File: config.mk
export PLATFORM = sky130hd
export DESIGN_NAME = cdb_arbiter
export DESIGN_NICKNAME = d
export VERILOG_FILES = /design/src/rtl/cdb_arbiter.sv
export SDC_FILE = /design/constraint.sdc
export NUM_CORES = 1
export LEC_CHECK = 0
export ABC_AREA = 1
export CORE_MARGIN = 5
export CORE_UTILIZATION = 50
export DETAILED_ROUTE_END_ITERATION = 7
export DONT_BUFFER_PORTS = 1
export GPL_TIMING_DRIVEN = 1
export HOLD_SLACK_MARGIN = 0.05
export PLACE_DENSITY = 0.61
export SYNTH_ARGS = -nofsm -noshare
export SYNTH_HDL_FRONTEND = slang
export SYNTH_SLANG_ARGS = --single-unit
File: constraint.sdc
create_clock -name clk -period 1.9 [get_ports clk]
set_clock_uncertainty 0.1 [all_clocks]
set_input_delay 0.285 -clock clk [delete_from_list [all_inputs] [get_ports clk]]
set_output_delay 0.285 -clock clk [all_outputs]
set_load 0.005 [all_outputs]
File: src/rtl/cdb_arbiter.sv
// cdb_arbiter: round-robin arbiter for the common data bus (CDB).
// Up to one producer is granted per cycle. The granted result is broadcast on
// registered outputs one cycle later, tagged with the producer index.
//
// Ports:
//   clk, rst         rising-edge clock; asynchronous active-high reset
//   cdb_enable       0 holds the bus off, so no grants are issued
//   src_request      per-producer request, bit i = producer i
//   src_data         producer i data at [i*DATA_WIDTH +: DATA_WIDTH]
//   src_accepted     combinational one-hot grant, forced to 0 during reset
//   cdb_out_valid    registered broadcast valid
//   cdb_out_tag      registered index of the granted producer
//   cdb_out_data     registered data of the granted producer
//   stall_count      (only with CDB_ARBITER_STALL_COUNT_EN) saturating count of
//                    cycles in which a requesting source was not granted
//
// Optional feature macro: CDB_ARBITER_STALL_COUNT_EN
module cdb_arbiter #(
    parameter int unsigned NUM_SOURCES   = 4,
    parameter int unsigned DATA_WIDTH    = 4,
    parameter int unsigned CDB_TAG_WIDTH = 4
) (
    input  logic                              clk,
    input  logic                              rst,
    input  logic                              cdb_enable,
    input  logic [NUM_SOURCES-1:0]            src_request,
    input  logic [NUM_SOURCES*DATA_WIDTH-1:0] src_data,
    output logic [NUM_SOURCES-1:0]            src_accepted,
    output logic                              cdb_out_valid,
    output logic [CDB_TAG_WIDTH-1:0]          cdb_out_tag,
`ifdef CDB_ARBITER_STALL_COUNT_EN
    output logic [DATA_WIDTH-1:0]             cdb_out_data,
    output logic [7:0]                        stall_count
`else
    output logic [DATA_WIDTH-1:0]             cdb_out_data
`endif
);

    localparam int unsigned STALL_W = 8;

    logic [CDB_TAG_WIDTH-1:0] last_grant;
    logic [NUM_SOURCES-1:0]   hi_req_c;
    logic [NUM_SOURCES-1:0]   pick_c;
    logic [CDB_TAG_WIDTH-1:0] winner_c;
    logic [DATA_WIDTH-1:0]    win_data_c;
    logic                     any_grant_c;

    // Round-robin pick: the lowest requester above last_grant wins, otherwise
    // the search wraps and the lowest requester overall wins.
    always_comb begin
        hi_req_c = '0;
        for (int i = 0; i < NUM_SOURCES; i++) begin
            if (CDB_TAG_WIDTH'(i) > last_grant) begin
                hi_req_c[i] = src_request[i];
            end
        end
        pick_c = (|hi_req_c) ? hi_req_c : src_request;

        winner_c = '0;
        for (int i = NUM_SOURCES - 1; i >= 0; i--) begin
            if (pick_c[i]) begin
                winner_c = CDB_TAG_WIDTH'(i);
            end
        end

        any_grant_c  = cdb_enable && !rst && (|src_request);
        src_accepted = '0;
        win_data_c   = '0;
        for (int i = 0; i < NUM_SOURCES; i++) begin
            if (any_grant_c && (winner_c == CDB_TAG_WIDTH'(i))) begin
                src_accepted[i] = 1'b1;
                win_data_c      = src_data[i*DATA_WIDTH +: DATA_WIDTH];
            end
        end
    end

    // Broadcast register. Tag, data and pointer hold when nothing is granted.
    always_ff @(posedge clk or posedge rst) begin
        if (rst) begin
            cdb_out_valid <= 1'b0;
            cdb_out_tag   <= '0;
            cdb_out_data  <= '0;
            last_grant    <= CDB_TAG_WIDTH'(NUM_SOURCES - 1);
        end else begin
            cdb_out_valid <= any_grant_c;
            if (any_grant_c) begin
                cdb_out_tag  <= winner_c;
                cdb_out_data <= win_data_c;
                last_grant   <= winner_c;
            end
        end
    end

`ifdef CDB_ARBITER_STALL_COUNT_EN
    // A stall is counted when some requesting source is left ungranted.
    always_ff @(posedge clk or posedge rst) begin
        if (rst) begin
            stall_count <= '0;
        end else if ((|(src_request & ~src_accepted)) &&
                     (stall_count != {STALL_W{1'b1}})) begin
            stall_count <= stall_count + STALL_W'(1);
        end
    end
`endif

endmodule

==> metrics.txt, run 1 <==
dominant combinational cell family by area after synthesis simple AND/OR/NAND/NOR gates; fraction of synthesized cell area in xor and xnor cells 0%; worst path arrival time 1.52 ns; cell repeated most along the worst path sky130_fd_sc_hd__nand2_4; detail-routed via count per cell 4.97; Crit path required time 1.51 ns; leakage power 0.433 nW; element type at the critical path end primary output; initial cell density of the core 52.9%; Synth Warn # 0; CTS H-Tree Depth 1; Tmin final 1.90 ns; area growth from synthesis to layout 19.5%; synthesized area per cell 7.32 sq um; synthesized cell area 688 sq um; # setup viols final 1; crit start category flop; worst hold-check path type input port to flop; Port Buffers 0; maximum count of clock buffers along a single path 2; diode insertion count for antenna repair 0; count of endpoints failing hold in the final timing report 0; largest net degree at the start of global routing 10; Num CTS Buffers 3; most frequent cells in the layout sky130_fd_sc_hd__nand2_1, sky130_fd_sc_hd__inv_1, sky130_fd_sc_hd__dfrtp_1, sky130_fd_sc_hd__inv_2; via total after detailed routing 581; biggest fanout along the worst timing path 5; failing checks negative setup slack; number of distinct library cell variants in the gate-level netlist after synthesis 20; worst reg2reg path startpoint last_grant[1]; max capacitance violation total 0; fillers 113; share of the synthesized area in compound gates (AO/OA/AOI/OAI) 4.55%; power per unit of standard cell area 842 nW/um^2; placed wire-length estimate after detailed placement 1.21 mm; most common cell after layout, fill and taps aside sky130_fd_sc_hd__nand2_1; synthesized-area fraction occupied by adder cells 0%; peak per-stage delay on the critical path 0.55 ns; die area 2220 sq um; unrepaired setup endpoints after global routing yes; post-detailed-route DRC marker count 0; antenna violations before repair 0; sinks on the clock net 9; outcome finished with violations; post-synthesis sequential area ratio 33.1%; Slew Limit Fails 0; routed wire length per instance 13.5 um; cell depth of the worst min-delay path 2; fraction of the cycle the final worst path needs 100%; placer's final routability congestion estimate 0.817; Max Freq 525 MHz; Total Nets Final 126; width of the chip 47.1 um; wirelength, routed 1.58 mm; clock slew seen by the registers of the worst setup and hold paths 0.06 ns; GRT Resource Usage Total 15.4%; number of global-route vias before repair 601; cells along the critical path inv_2, nand3_4, nand2_4, nor2_4, nand2_4, buf_12, nor2_8; critical path start-end classification flop to primary output; slack of the worst reg-to-reg path 0.12 ns; CTS root buffer sky130_fd_sc_hd__clkbuf_4; area inside the core boundary 1300 sq um; number of standard cells after synthesis 94; first-pass iteration count of the detailed router 4; vertical die dimension 47.1 um; reg2reg path depth 13; worst hold-check slack 0.0695 ns; worst reg2reg path endpoint cdb_out_data[2]; endpoint of the worst hold-timing path cdb_out_data[0]; layout cell share with drive strength beyond 1 34.3%; sum of overflow across all layers after global routing 0; cell type of the slowest stage on the worst timing path sky130_fd_sc_hd__dfstp_2; Final WS setup -0.00442 ns; post-layout util 63.2%; CTS tree done; basic-gate share of the synthesized area counting and, or, nand and nor cells 50.9%; DRT antenna net count 0; hold_sp src_data[12]; total of flip-flops plus latches after synthesis 9; Clock Latency Late Sink 0.25 ns; starting DRC count in detailed routing 17; number of placement rows 13; wire length of the first global-routing pass 2.42 mm; num ports 36; multiplexer share of the synthesized area 0%; worst voltage drop across the vdd grid 0.000325 V
[Yosys cell counts]
master                     number  area, sq um
sky130_fd_sc_hd__nand2_1       45          169
sky130_fd_sc_hd__inv_1         12         45.0
sky130_fd_sc_hd__dfrtp_1        7          175
sky130_fd_sc_hd__nand3_2        4         40.0
sky130_fd_sc_hd__inv_2          3         11.3
sky130_fd_sc_hd__nand3_1        3         15.0
sky130_fd_sc_hd__nor2_4         3         33.8
sky130_fd_sc_hd__buf_4          2         15.0
sky130_fd_sc_hd__dfstp_2        2         52.6
sky130_fd_sc_hd__nand2_2        2         12.5
sky130_fd_sc_hd__o21ai_0        2         10.0
sky130_fd_sc_hd__a31oi_4        1         21.3
sky130_fd_sc_hd__clkinv_1       1         3.75
sky130_fd_sc_hd__conb_1         1         3.75
sky130_fd_sc_hd__nand2_4        1         11.3
sky130_fd_sc_hd__nand3_4        1         17.5
sky130_fd_sc_hd__nand4_4        1         21.3
sky130_fd_sc_hd__nor2_1         1         3.75
sky130_fd_sc_hd__nor2_2         1         6.26
sky130_fd_sc_hd__nor2_8         1         20.0
[critical path, delay by kind of cell, from the launching register on]
kind                   cells  cell delay, ns
flip-flops                 1            0.55
AND/OR/NAND/NOR            5            0.52
buffers and inverters      2            0.20
[state kept, by name, indices dropped and copies added, names as in the netlist]
register / flops
cdb_out_tag: 2
cdb_out_valid: 1
cdb_out_data: 4
last_grant: 2
[stage by stage]
| stage | setup WS [ns] | power [mW] | std cells | cell area [sq um] | setup TNS (ns) |
|---|---|---|---|---|---|
| after floorplan | 0.282 | 0.448 | 95 | 692 | 0 |
| after global placement | 0.170 | 0.476 | 109 | 703 | 0 |
| after detailed placement | 0.154 | 0.481 | 109 | 703 | 0 |
| after CTS | 0.00217 | 0.645 | 116 | 767 | 0 |
| after global routing | -0.0908 | 0.737 | 117 | 822 | -0.332 |
| final | -0.00442 | 0.693 | 117 | 822 | -0.00442 |
[per-layer routing]
metal / GRT usage, % / wire length (um) / vias to the layer above
met5: 0 / 0 / -
met1: 18.1 / 592 / 254
met4: 6.63 / 19 / 0
met3: 3.07 / 129 / 2
li1: - / - / 295
met2: 27.1 / 838 / 30
[worst max path at each step]
stage	start	to	cells after the start
final	last_grant[0]	src_accepted[2]	7
after global routing	last_grant[1]	src_accepted[2]	6
after CTS	last_grant[0]	src_accepted[0]	6
after detailed placement	last_grant[0]	src_accepted[0]	6
after global placement	last_grant[0]	src_accepted[0]	6
after floorplan	last_grant[0]	src_accepted[0]	6
[power by group]
part	leakage, nW	switching [mW]	internal, mW
Sequential	0.108	0.0393	0.247
Clock	0.0150	0.0626	0.0807
Combinational	0.310	0.158	0.106
[repair_timing]
item                                    CTS  global route
hold buffers                              1             0
setup buffers                             2             1
cloned                                    0             0
pin swaps                                 1            10
endpoints found under the hold margin     9             0
resized for setup                         4             9
endpoints found under the setup margin    3             6
[cell families after synthesis]
group,Yosys count
buffers and inverters,18
AOI/OAI and AO/OA,3
DFF,9
and+or+nand+nor,63
other,1
[layout make-up]
| class | count | area, sq um | area share, % |
|---|---|---|---|
| multi-input cells | 68 | 437 | 53.1 |
| clock buffers | 4 | 26.3 | 3.20 |
| flip-flops and latches | 9 | 228 | 27.7 |
| inverters | 16 | 60.1 | 7.31 |
| well taps | 15 | 18.8 | 2.28 |
| repair buffers | 5 | 52.6 | 6.39 |
No activity file was read; power rests on OpenSTA's default activity.
==> run 2: changes to the inputs <==
- PLACE_DENSITY: 0.61 -> 0.62
- SETUP_SLACK_MARGIN: default -> 0.2
==> run 2 against run 1 <==
Compared with the run above: the run now ends clean; core utilization is 1.6 points higher; total power grew 0.99%; worst setup slack improved by 0.011 ns; highest routed layer unchanged; critical path depth decreased by 1; clock-buffer cell count unchanged.
==> metrics.txt, run 2 (synthesis results as in run 1) <==
outcome finished, final reports clean; share of power burned in the clock network 20.3%; cell type of the slowest stage on the worst timing path sky130_fd_sc_hd__dfstp_2; placer's final routability congestion estimate 0.839; detail-routed via count per cell 4.89; wire length of the first global-routing pass 2.28 mm; Max Freq 528 MHz; capturing element of the worst setup path src_accepted[3]; reg2reg path depth 13; initial cell density of the core 52.9%; Port Buffers 0; worst path bufs/invs 1; crit start category flop; CTS root buffer sky130_fd_sc_hd__clkbuf_4; fraction of the cycle the final worst path needs 99.7%; sinks on the clock net 9; post-detailed-route DRC marker count 0; worst path arrival time 1.51 ns; final non-filler cell area 843 sq um; max capacitance violation total 0; Power Internal 0.433 mW; worst reg2reg path endpoint cdb_out_data[1]; Total Nets Final 127; count of endpoints failing hold in the final timing report 0; Top Registers cdb_out_data: 4 flops, cdb_out_tag: 2 flops, last_grant: 2 flops; Clock Latency Late Sink 0.25 ns; fillers 110; area inside the core boundary 1300 sq um; area growth from synthesis to layout 22.5%; clock slew seen by the registers of the worst setup and hold paths 0.06 ns; antenna violations before repair 0; worst slack after detailed placement 0.143 ns; unrepaired setup endpoints after global routing yes; Crit path required time 1.51 ns; worst hold-check path type input port to flop; leakage power 0.439 nW; proportion of total power due to net switching 38.0%; vertical die dimension 47.1 um; part of the power in combinational logic 38.3%; via total after detailed routing 577; most common cell after layout, fill and taps aside sky130_fd_sc_hd__nand2_1; worst reg2reg path startpoint last_grant[1]; element type at the critical path end primary output; layout cell share with drive strength beyond 1 36.9%; Tmin final 1.89 ns; critical path start-end classification flop to primary output; dominant delay contributor by cell family on the critical path simple AND/OR/NAND/NOR gates; CTS tree done; routed wire length per instance 13.1 um; DRT antenna net count 0; Num CTS Buffers 3; instance area after placement 703 sq um; wirelength, routed 1.55 mm; instance count on the critical path 6; sw power 0.266 mW; width of the chip 47.1 um; num ports 36; sum of overflow across all layers after global routing 0; number of placement rows 13; biggest fanout along the worst timing path 5; diode insertion count for antenna repair 0; # setup viols final 0; worst voltage drop across the vdd grid 0.000431 V; Reg power frac 41.4%; number of global-route vias before repair 535; largest net degree at the start of global routing 10; die area 2220 sq um; first-pass iteration count of the detailed router 3; flip-flop count of the largest register after layout 4; Slew Limit Fails 0; starting DRC count in detailed routing 3; peak per-stage delay on the critical path 0.57 ns; crit path launch last_grant[1]; power per unit of standard cell area 829 nW/um^2; placed wire-length estimate after detailed placement 1.20 mm; slack of the worst reg-to-reg path 0.06 ns; Final WS setup 0.00656 ns; cell repeated most along the worst path sky130_fd_sc_hd__nor2_4; GRT Resource Usage Total 14.6%; cells along the critical path inv_2, nand3_4, nand2_2, nor2_4, nand2_4, nor2_4; most flop-heavy register cdb_out_data; most frequent cells in the layout sky130_fd_sc_hd__nand2_1, sky130_fd_sc_hd__inv_1, sky130_fd_sc_hd__dfrtp_1, sky130_fd_sc_hd__nand2_2; maximum count of clock buffers along a single path 2; CTS H-Tree Depth 1
-- run 2: layout make-up --
cell class              instances  area (sq um)  share of cell area (%)
multi-input cells              68           454                    53.9
flip-flops and latches          9           228                    27.0
inverters                      16          65.1                    7.72
repair buffers                  6          51.3                    6.08
clock buffers                   4          26.3                    3.12
well taps                      15          18.8                    2.23
-- run 2: through the flow --
step / hold WS, ns / total power, mW / TNS, ns / cells / utilization, %
after detailed placement: 0.0633 / 0.485 / 0 / 109 / 54.0
final: 0.0682 / 0.699 / 0 / 118 / 64.8
after global routing: 0.0760 / 0.748 / -0.322 / 118 / 64.8
after global placement: 0.0657 / 0.476 / 0 / 109 / 54.0
after CTS: 0.0677 / 0.667 / 0 / 116 / 61.0
after floorplan: -0.0220 / 0.448 / 0 / 95 / -
-- run 2: worst min path at each step --
stage / startpoint / endpoint / depth (start not counted)
CTS: src_data[15] / cdb_out_data[3] / 2
global route: src_data[14] / cdb_out_data[2] / 2
global placement: rst / cdb_out_valid / 2
detailed placement: rst / cdb_out_valid / 2
finish: src_data[15] / cdb_out_data[3] / 2
floorplan: rst / cdb_out_data[0] / 1
-- run 2: metal layers --
metal	wire length [um]	track usage, %	up-vias
met5	0	0	-
li1	-	-	295
met2	759	21.7	23
met4	14	4.97	0
met3	131	4.98	2
met1	644	19.7	257
-- run 2: power by group through the flow --
| stage | registers (mW) | logic, mW | clock network [mW] |
|---|---|---|---|
| after floorplan | 0.276 | 0.172 | 0 |
| after global placement | 0.286 | 0.190 | 0 |
| after detailed placement | 0.288 | 0.196 | 0 |
| after CTS | 0.288 | 0.236 | 0.144 |
| after global routing | 0.299 | 0.298 | 0.150 |
| final | 0.290 | 0.268 | 0.142 |
-- run 2: what timing repair did --
action                                  CTS  global route
setup buffers                             2             2
hold buffers                              1             0
gates resized for setup                  12             8
pin swaps                                 6            11
hold endpoints to repair                  9             0
endpoints found under the setup margin    8             8
